$ cat config.mk
export PLATFORM = sky130hd
export DESIGN_NAME = pcin_cascade_rx
export DESIGN_NICKNAME = d
export VERILOG_FILES = /design/src/rtl/pcin_cascade_rx.sv
export SDC_FILE = /design/constraint.sdc
export NUM_CORES = 1
export LEC_CHECK = 0
export ABC_AREA = 1
export BUFFER_PORTS_ARGS = -buffer_cell sky130_fd_sc_hd__buf_2
export CORE_UTILIZATION = 24
export DETAILED_ROUTE_END_ITERATION = 8
export GPL_ROUTABILITY_DRIVEN = 0
export PLACE_DENSITY = 0.36
export SYNTH_ARGS = -nofsm -noshare
export SYNTH_HDL_FRONTEND = slang
export SYNTH_SLANG_ARGS = --single-unit
$ cat constraint.sdc
create_clock -name clk -period 5.65 [get_ports clk]
set_input_delay 0.565 -clock clk [delete_from_list [all_inputs] [get_ports clk]]
set_output_delay 0.565 -clock clk [all_outputs]
set_load 0.05 [all_outputs]
$ cat src/rtl/pcin_cascade_rx.sv
// pcin_cascade_rx
//   Receiver for a cascade word stream from an upstream slice. An optional
//   input capture register feeds a show-ahead FIFO. Back-pressure is computed
//   from registered occupancy only. A word offered while the receiver is not
//   ready is dropped and sets a sticky overflow flag.
//
// Parameters
//   WIDTH  cascade word width
//   DEPTH  FIFO entries (power of 2, >= 2)
//   INREG  1: capture register in front of the FIFO, 0: FIFO written from pins
//
// Ports
//   clk, rst_n      clock, synchronous active-low reset
//   ce              clock enable for all state
//   pcin, pcin_vld  incoming word and its valid
//   pcin_rdy        receiver can accept a word
//   dout, dout_vld  oldest stored word and its valid
//   dout_rdy        consumer takes the word
//   count           FIFO occupancy
//   ovf             sticky overflow (cleared only by reset)
//   pcin_par        even parity of pcin        (PCIN_CASC_RX_PARITY_EN only)
//   par_err         sticky parity error flag   (PCIN_CASC_RX_PARITY_EN only)
//
// Optional feature macro: PCIN_CASC_RX_PARITY_EN

module pcin_cascade_rx #(
    parameter int WIDTH = 48,
    parameter int DEPTH = 4,
    parameter int INREG = 1
) (
    input  logic                       clk,
    input  logic                       rst_n,
    input  logic                       ce,
    input  logic [WIDTH-1:0]           pcin,
    input  logic                       pcin_vld,
`ifdef PCIN_CASC_RX_PARITY_EN
    input  logic                       pcin_par,
    output logic                       par_err,
`endif
    output logic                       pcin_rdy,
    output logic [WIDTH-1:0]           dout,
    output logic                       dout_vld,
    input  logic                       dout_rdy,
    output logic [$clog2(DEPTH):0]     count,
    output logic                       ovf
);

    localparam int AW = $clog2(DEPTH);
    localparam int CW = AW + 1;
    localparam logic [CW-1:0] DEPTH_C = CW'(DEPTH);

    logic [WIDTH-1:0] mem [DEPTH];
    logic [AW-1:0]    wr_ptr;
    logic [AW-1:0]    rd_ptr;
    logic             stage_vld;
    logic             fifo_push;
    logic [WIDTH-1:0] fifo_din;
    logic             accept;
    logic             pop;

    assign accept   = pcin_vld && pcin_rdy && ce;
    assign dout_vld = (count != '0);
    assign pop      = dout_vld && dout_rdy && ce;
    // Gated so dout reads as zero whenever nothing is stored.
    assign dout     = dout_vld ? mem[rd_ptr] : '0;

    generate
        if (INREG != 0) begin : g_inreg
            logic [WIDTH-1:0] stage_data;

            always_ff @(posedge clk) begin
                if (!rst_n) begin
                    stage_vld  <= 1'b0;
                    stage_data <= '0;
                end else if (ce) begin
                    stage_vld <= accept;
                    if (accept) begin
                        stage_data <= pcin;
                    end
                end
            end

            // Ready counts the staged word, so the FIFO always has room for
            // it on the next enabled edge; the transfer is unconditional.
            assign pcin_rdy  = (count + CW'(stage_vld)) < DEPTH_C;
            assign fifo_push = stage_vld && ce;
            assign fifo_din  = stage_data;
        end else begin : g_direct
            assign stage_vld = 1'b0;
            assign pcin_rdy  = count < DEPTH_C;
            assign fifo_push = accept;
            assign fifo_din  = pcin;
        end
    endgenerate

    always_ff @(posedge clk) begin
        if (fifo_push) begin
            mem[wr_ptr] <= fifo_din;
        end
    end

    always_ff @(posedge clk) begin
        if (!rst_n) begin
            wr_ptr <= '0;
            rd_ptr <= '0;
            count  <= '0;
            ovf    <= 1'b0;
        end else if (ce) begin
            if (fifo_push) begin
                wr_ptr <= wr_ptr + AW'(1);
            end
            if (pop) begin
                rd_ptr <= rd_ptr + AW'(1);
            end
            if (fifo_push && !pop) begin
                count <= count + CW'(1);
            end else if (!fifo_push && pop) begin
                count <= count - CW'(1);
            end
            if (pcin_vld && !pcin_rdy) begin
                ovf <= 1'b1;
            end
        end
    end

`ifdef PCIN_CASC_RX_PARITY_EN
    always_ff @(posedge clk) begin
        if (!rst_n) begin
            par_err <= 1'b0;
        end else if (accept && ((^pcin) != pcin_par)) begin
            par_err <= 1'b1;
        end
    end
`endif

endmodule

==> flow_metrics.tcl, run 1 <==
set metrics [dict create \
    design_area_sq_um 12500 \
    cp.required_ns 5.09 \
    dr.first_iter.drc_count 292 \
    area_growth_pct 20.5 \
    fin_tns_setup_ns 0 \
    critPathArrivalTime_ns 3.08 \
    portBuffers 106 \
    cts-hold-fix-buffers 0 \
    report.final.slew_viol_count 0 \
    hold_viol_final 0 \
    rows 75 \
    fill_cells 4456 \
    cts_tree "done" \
    grt_pass1_vias 7060 \
    vias_per_cell 4.12 \
    rsz0062_at_grt "no" \
    setup_viol_count_final 0 \
    min_path_type "in2reg" \
    grt_max_degree 57 \
    p_per_area_nw_per_um2 360 \
    drv_cap 0 \
    slowest_stage "inv_2" \
    place_area_sq_um 11400 \
    grt_pass1_wl_um 43700 \
    initial_utilization_pct 24.5 \
    drt_first_pass_iters 4 \
    slew-limit-headroom_pct 29.7 \
    post-route-min-period_ns 3.65 \
    worst_slew_pin_slew_ns 1.05 \
    grt.total_usage_pct 13.2 \
    vdd_drop_max_uv 227 \
    ys_types 19 \
    cts_buffers 30 \
    insertion_delay_ns 0.56 \
    clockRootBuffer "clkbuf_16" \
    critPathMaxFanout 45 \
    crit_type "reg2out" \
    worstSetupStartpointType "flip-flop" \
    final_util_pct 29.5 \
    syn_area_per_cell_sq_um 9.83 \
    die_w_um 210 \
    p_leak_nw 5.17 \
    clock_path_buffers 3 \
    ys_seq_area_share_pct 67.1 \
    clock_skew_ns 0.0165 \
    clk_pin_slew_ns 0.06 \
    htree_num_levels 1 \
    num_vias 7058 \
    dieHeight_um 210 \
    cp_cell_sequence "inv_2 > buf_4 > o21ai_0 > a21oi_1 > buf_2" \
    gr-total-overflow 0 \
    synth_nets 1112 \
    fin_nets 1207 \
    cp_slowest_stage_delay_ns 0.71 \
    core_sq_um 42200 \
    status "completed" \
    hpwl_um 15700 \
    yosys_register_bits 251 \
    drive_above_1_share_pct 15.5 \
    postCtsSetupBuffers 0 \
    synth_area_sq_um 10300 \
    cts.sinks 251 \
    dp_slack_ns 2.50 \
    cts_resized 0 \
    postRouteAntennaNets 0 \
    min_period_over_period_pct 64.6 \
    max_freq_mhz 274 \
    hold_ws_ns 0.319 \
    postRouteWirelength_um 28800 \
    antenna_found_initial 0 \
    end_kind "output pin" \
    wl_per_cell_um 16.8 \
    post-route-drc-count 0 \
    ios 107 \
    dieArea_sq_um 44000 \
    fin_ws_ns 2.00 \
    syn_inst 1053 \
    yosys_warnings 0 \
]
==> final timing paths <==
check | start | end | slack (ns) | depth (start not counted)
worst min register to register | ovf | ovf | 0.45 | 2
worst max-delay path | flip-flop | dout[28] | 2.00 | 5
worst min-delay path | pcin[39] | fifo_din[39] | 0.32 | 5
worst max register to register | stage_vld | mem[3][12] | 3.06 | 3
==> sequential cells by signal, indices dropped and copies added (netlist names), named ones only <==
signal,cells
mem,192
count,3
wr_ptr,2
stage_vld,1
fifo_din,48
rd_ptr,2
ovf,1
==> metal layers <==
layer	global-route usage, %	wire length, um	vias to the layer above
li1	-	-	3585
met1	18.5	14300	3324
met3	2.18	1100	40
met5	0	0	-
met2	21.3	13000	109
met4	3.22	465	0
==> worst max-delay path: cells and delay by family, from the launching register on <==
family | cells | cell delay (ns)
buf+inv | 3 | 1.53
flops | 1 | 0.51
compound gates | 2 | 0.45
==> logic make-up after synthesis <==
group,synth area share (%)
AND/OR/NAND/NOR,16.0
flip-flops,67.1
buffers and inverters,8.62
AO/OA/AOI/OAI,7.50
adder cells (fa/ha/maj),0.798
==> cell usage after synthesis (all sizes together) <==
| cell type | instances | share of area (%) |
|---|---|---|
| edfxtp | 192 | 56 |
| dfxtp | 59 | 11 |
| nor2 | 253 | 9.2 |
| inv | 165 | 6.0 |
| o21ai | 101 | 4.9 |
| ha | 5 | 0.60 |
| buf | 30 | 1.7 |
| nand3 | 53 | 2.6 |
| a21oi | 54 | 2.6 |
| nand4 | 2 | 0.12 |
| nand2 | 110 | 4.0 |
| clkbuf | 27 | 0.98 |
| fa | 1 | 0.19 |
| or2 | 1 | 0.060 |
==> placed cells by master, fill, tap and decap left out, types with 2 or more instances in the layout <==
cell / instances
nor2_1: 249
edfxtp_1: 192
inv_1: 161
nand2_1: 109
buf_2: 106
o21ai_0: 101
dfxtp_1: 57
a21oi_1: 54
nand3_1: 52
clkbuf_16: 31
buf_4: 14
clkinv_2: 8
clkbuf_8: 6
ha_1: 5
clkbuf_1: 5
inv_2: 4
nor2_4: 4
bufinv_16: 4
nand4_1: 2
clkinv_1: 2
==> report_power, final <==
group	internal, W	leakage (nW)	switching [W]	total (W)
Sequential	0.00203	2.25	0.0000414	0.00208
Combinational	0.0000951	2.39	0.000293	0.000388
Clock	0.00126	0.522	0.000771	0.00203
Total	0.00339	5.17	0.00111	0.00449
==> metrics by stage <==
step                      cells  total power [W]
after floorplan            1053          0.00238
final                      1712          0.00449
after global routing       1711          0.00466
after CTS                  1711          0.00456
after detailed placement   1655          0.00251
after global placement     1655          0.00251
==> cell type report <==
| class | instances | area [sq um] | area share, % |
|---|---|---|---|
| sequential | 251 | 6950 | 55.7 |
| multi-input combinational | 580 | 2540 | 20.4 |
| clock buffer | 42 | 877 | 7.03 |
| tap | 539 | 674 | 5.41 |
| timing repair buffer | 120 | 636 | 5.10 |
| inverter | 165 | 619 | 4.97 |
| clock inverter | 14 | 168 | 1.34 |
| antenna | 1 | 2.50 | 0.0201 |
Power figures use the tool's default switching activity.
==> inputs of run 2 (changes only) <==
--- a/config.mk
+++ b/config.mk
@@ -10,7 +10,7 @@
 export CORE_UTILIZATION = 24
 export DETAILED_ROUTE_END_ITERATION = 8
 export GPL_ROUTABILITY_DRIVEN = 0
-export PLACE_DENSITY = 0.36
+export PLACE_DENSITY = 0.38
 export SYNTH_ARGS = -nofsm -noshare
 export SYNTH_HDL_FRONTEND = slang
 export SYNTH_SLANG_ARGS = --single-unit
==> constraint.sdc (replaced) <==
create_clock -name clk -period 2.9 [get_ports clk]
set_input_delay 0.29 -clock clk [delete_from_list [all_inputs] [get_ports clk]]
set_output_delay 0.29 -clock clk [all_outputs]
set_load 0.05 [all_outputs]
==> run 2 against run 1 <==
Global-route usage up 0.15 points. Via count up 0.47%. Cell count rose by 0.41%. Worst setup slack worse by 1.8 ns. Wire length grew 0.39%. Die area did not move. Critical path depth is the same. Clock-buffer cell count is 6 lower. Clock skew fell by 0.0094 ns. Core utilization is 0.20 points higher. Largest cell class unchanged.
==> flow_metrics.tcl, run 2 (synthesis results as in run 1) <==
set metrics [dict create \
    grt_max_degree 75 \
    internal-power_w 0.00634 \
    drt_first_pass_iters 4 \
    power_frac_comb_pct 9.3 \
    clkPwrFrac_pct 42.8 \
    rsz0062_at_grt "no" \
    fin_ws_ns 0.180 \
    gr-total-overflow 0 \
    setup_viol_count_final 0 \
    dp_slack_ns 0.592 \
    regToRegStartpoint "stage_vld" \
    critPathArrivalTime_ns 2.43 \
    p_per_area_nw_per_um2 671 \
    slew-limit-headroom_pct 49.1 \
    worstSetupStartpointType "flip-flop" \
    core_sq_um 42200 \
    cp_top_family "compound AO/OA/AOI/OAI gates" \
    min_path_type "in2reg" \
    wl_met3_um 1010 \
    max_freq_mhz 368 \
    antenna_found_initial 1 \
    grt_pass1_wl_um 44200 \
    met1_length_um 13900 \
    post-route-drc-count 0 \
    place_inst 1664 \
    clock_skew_ns 0.00717 \
    wl_met2_um 13400 \
    final_util_pct 29.7 \
    final_cells 1719 \
    htree_num_levels 1 \
    ios 107 \
    dieArea_sq_um 44000 \
    rows 75 \
    grt_pass1_vias 7174 \
    largest_reg_flops 192 \
    cts-hold-fix-buffers 0 \
    drive_above_1_share_pct 16.0 \
    portBuffers 106 \
    final_common_cell "nor2_1" \
    postRouteAntennaNets 0 \
    final_cell_mix "nor2_1 (249), edfxtp_1 (192), inv_1 (161)" \
    wl_per_cell_um 16.8 \
    cts_tree "done" \
    switching_share_pct 24.8 \
    seqPwrFrac_pct 47.9 \
    cp_cell_sequence "inv_2 > buf_12 > o21ai_0 > a21oi_1 > buf_2" \
    hold_start "pcin[1]" \
    hpwl_um 16600 \
    end_kind "output pin" \
    vdd_drop_max_uv 390 \
    report.final.slew_viol_count 0 \
    critPathMaxFanout 74 \
    post-route-min-period_ns 2.72 \
    die_w_um 210 \
    clockRootBuffer "clkbuf_16" \
    cp.required_ns 2.61 \
    insertion_delay_ns 0.55 \
    hold_viol_final 0 \
    path_buf_inv 3 \
    cts.sinks 251 \
    initial_utilization_pct 24.5 \
    crit_type "reg2out" \
    worst_slew_pin_slew_ns 0.764 \
    drv_cap 0 \
    p_leak_nw 5.21 \
    clock_path_buffers 3 \
    num_vias 7091 \
    switchingPower_w 0.00209 \
    vias_per_cell 4.13 \
    slowest_stage "dfxtp_4" \
    cts_buffers 29 \
    top_layer "met4" \
    min_period_over_period_pct 93.8 \
    dieHeight_um 210 \
    fin_nets 1216 \
    top_register "mem" \
    postRouteWirelength_um 28900 \
    grt.total_usage_pct 13.4 \
    dr.first_iter.drc_count 273 \
    area_growth_pct 21.3 \
    status "completed" \
    cp_slowest_stage_delay_ns 0.60 \
    clk_pin_slew_ns 0.06 \
]
==> run 2: cell types whose count changed in the layout (fill, tap and decap cells not counted), sizes merged <==
cell / before / now
buf: 120 / 130
clkinv: 10 / 14
clkbuf: 42 / 36
bufinv: 4 / 3
==> run 2: repair_timing <==
| action | CTS | global route |
|---|---|---|
| setup endpoints to repair | 3 | 9 |
| gates cloned | 0 | 0 |
| resized for setup | 0 | 3 |
| setup buffers | 1 | 0 |
==> run 2: stage by stage <==
stage                     power (W)  area, sq um  hold WS (ns)  TNS [ns]
after global placement      0.00491        11600         0.444         0
after floorplan             0.00463        10400         0.460    -20.14
after CTS                   0.00856        12500        0.0347         0
after detailed placement    0.00491        11600         0.446         0
after global routing        0.00877        12600        0.0586         0
final                       0.00843        12600        0.0619         0
==> run 2: layout make-up <==
type                    count  area, sq um
multi-input cells         580         2540
clock buffers              36          782
well taps                 539          674
fillers                  4432        29700
clock inverters            17          156
inverters                 165          622
flip-flops and latches    251         6950
diodes                      1         2.50
repair buffers            130          825
==> run 2: worst paths after layout <==
check	end	slack (ns)	cells after the start
min	fifo_din[1]	0.06	5
max	dout[16]	0.18	5
max reg2reg	count[2]	0.78	10
min reg2reg	ovf	0.46	2
==> run 2: power groups by stage <==
| stage | clock network [W] | registers, W | logic [W] |
|---|---|---|---|
| 2_1_floorplan | 0 | 0.00409 | 0.000535 |
| 6_report | 0.00361 | 0.00404 | 0.000780 |
| 4_1_cts | 0.00372 | 0.00404 | 0.000799 |
| 3_3_place_gp | 0 | 0.00412 | 0.000788 |
| 5_1_grt | 0.00385 | 0.00405 | 0.000869 |
| 3_5_place_dp | 0 | 0.00412 | 0.000787 |
==> run 2: worst reg2reg max path, delay by kind of cell, from the launching register on <==
kind / cells / cell delay (ns)
and+or+nand+nor: 6 / 0.87
DFF: 1 / 0.41
buffers and inverters: 2 / 0.21
adders and majority gates: 2 / 0.52
==> run 2: routing by layer <==
metal | GRT usage (%) | vias to the layer above
met1 | 18.0 | 3338
met4 | 3.27 | 0
li1 | - | 3597
met2 | 22.3 | 119
met3 | 2.21 | 37
met5 | 0 | -
==> inputs of run 3 (changes only) <==
--- a/config.mk
+++ b/config.mk
@@ -7,9 +7,11 @@
 export LEC_CHECK = 0
 export ABC_AREA = 1
 export BUFFER_PORTS_ARGS = -buffer_cell sky130_fd_sc_hd__buf_2
+export CORE_MARGIN = 2
 export CORE_UTILIZATION = 24
 export DETAILED_ROUTE_END_ITERATION = 8
 export GPL_ROUTABILITY_DRIVEN = 0
+export HOLD_SLACK_MARGIN = 0.1
 export PLACE_DENSITY = 0.38
 export SYNTH_ARGS = -nofsm -noshare
 export SYNTH_HDL_FRONTEND = slang
==> run 3 against run 2 <==
Cell area is 3.3% higher. Maximum frequency increased by 5.9%. Register-to-register slack improved by 0.19 ns. Largest power group unchanged. Clock power increased by 2%. Non-clock buffer count increased by 42. First-iteration DRC count is 5.5% higher. Die area rose by 1.9%. Sequential power about the same.
==> flow_metrics.tcl, run 3 (synthesis results as in run 1) <==
set metrics [dict create \
    grt_max_degree 55 \
    top_register "mem" \
    htree_num_levels 1 \
    diodes 0 \
    insertion_delay_ns 0.55 \
    largest_reg_flops 192 \
    area_growth_pct 25.4 \
    cts_buffers 29 \
    cp.required_ns 2.61 \
    critPathArrivalTime_ns 2.28 \
    antenna_found_initial 0 \
    grt_pass1_wl_um 43200 \
    hold_viol_final 0 \
    worst_slew_pin_slew_ns 0.723 \
    finalPower_w 0.00854 \
    final_common_cell "nor2_1" \
    critPathMaxFanout 27 \
    dr.first_iter.drc_count 288 \
    dieHeight_um 212 \
    final_cell_mix "nor2_1 (249), edfxtp_1 (192), inv_1 (161)" \
    slew-limit-headroom_pct 51.8 \
    vias_per_cell 4.07 \
    post-route-drc-count 0 \
    vdd_drop_max_uv 448 \
    worstSetupStartpointType "flip-flop" \
    hpwl_um 15500 \
    internal-power_w 0.00646 \
    gr-total-overflow 0 \
    rows 76 \
    postRouteAntennaNets 0 \
    multi_input_area_sq_um 2540 \
    post-route-min-period_ns 2.57 \
    postRouteWirelength_um 28100 \
    drt_first_pass_iters 4 \
    status "completed" \
    final_util_pct 30.3 \
    core_sq_um 42800 \
    wl_per_cell_um 15.9 \
    crit_type "reg2out" \
    dieArea_sq_um 44800 \
    grt.total_usage_pct 12.8 \
    postCtsSetupBuffers 0 \
    clock_skew_ns 0.0153 \
    rsz0062_at_grt "no" \
    place_area_sq_um 11600 \
    max_freq_mhz 389 \
    cts_tree "done" \
    fill_cells 4444 \
    clock_path_buffers 3 \
    clkPwrFrac_pct 43.1 \
    fin_nets 1258 \
    clockRootBuffer "clkbuf_16" \
    min_path_type "in2reg" \
    grt_pass1_vias 7350 \
    cts_resized 0 \
    drv_cap 0 \
    initial_utilization_pct 24.2 \
    setup_viol_count_final 0 \
    ff_latch_area_sq_um 6950 \
    power_frac_comb_pct 9.6 \
    report.final.slew_viol_count 0 \
    drive_above_1_share_pct 15.0 \
    p_per_area_nw_per_um2 658 \
    end_kind "output pin" \
    ios 107 \
    die_w_um 212 \
    portBuffers 106 \
    min_period_over_period_pct 88.6 \
    cts-hold-fix-buffers 43 \
    p_leak_nw 5.38 \
    design_area_sq_um 13000 \
    switchingPower_w 0.00207 \
    num_vias 7180 \
    cts.sinks 251 \
    switching_share_pct 24.3 \
    clk_pin_slew_ns 0.06 \
    hold_ws_ns 0.123 \
    seqPwrFrac_pct 47.2 \
]
run 3: final timing paths:
check	to	cells after the start	start	slack, ns
max	dout[34]	6	count[0]	0.33
min reg2reg	ovf	2	ovf	0.46
min	fifo_din[32]	5	pcin[32]	0.12
max reg2reg	count[2]	11	count[1]	0.97
run 3: critical path, stage by stage (launching register included):
cell	delay, ns
dfxtp_1	0.44
inv_1	0.10
nand2_1	0.17
inv_2	0.17
buf_12	0.22
a21oi_1	0.28
buf_2	0.33
run 3: metrics by stage:
stage | cells | TNS, ns | setup WS, ns
finish | 1766 | 0 | 0.332
detailed placement | 1671 | 0 | 0.889
global route | 1766 | 0 | 0.136
CTS | 1766 | 0 | 0.273
global placement | 1671 | 0 | 0.888
floorplan | 1053 | -20.14 | -0.148
run 3: layout make-up:
cell class,instances,area share [%]
sequential,251,53.6
multi-input combinational,580,19.6
timing repair buffer,172,9.41
clock buffer,33,5.71
tap,546,5.27
inverter,165,4.77
clock inverter,19,1.66
run 3: metal layers:
metal	up-vias	track usage, %	wire length (um)
li1	3678	-	-
met2	99	21.5	13100
met3	36	1.87	829
met4	0	3.06	461
met1	3367	17.3	13600
met5	-	0	0
run 3: power by group through the flow:
| stage | combinational [W] | sequential [W] | clock (W) |
|---|---|---|---|
| 2_1_floorplan | 0.000535 | 0.00409 | 0 |
| 3_3_place_gp | 0.000797 | 0.00411 | 0 |
| 3_5_place_dp | 0.000799 | 0.00411 | 0 |
| 4_1_cts | 0.000846 | 0.00403 | 0.00382 |
| 5_1_grt | 0.000920 | 0.00405 | 0.00396 |
| 6_report | 0.000823 | 0.00403 | 0.00368 |
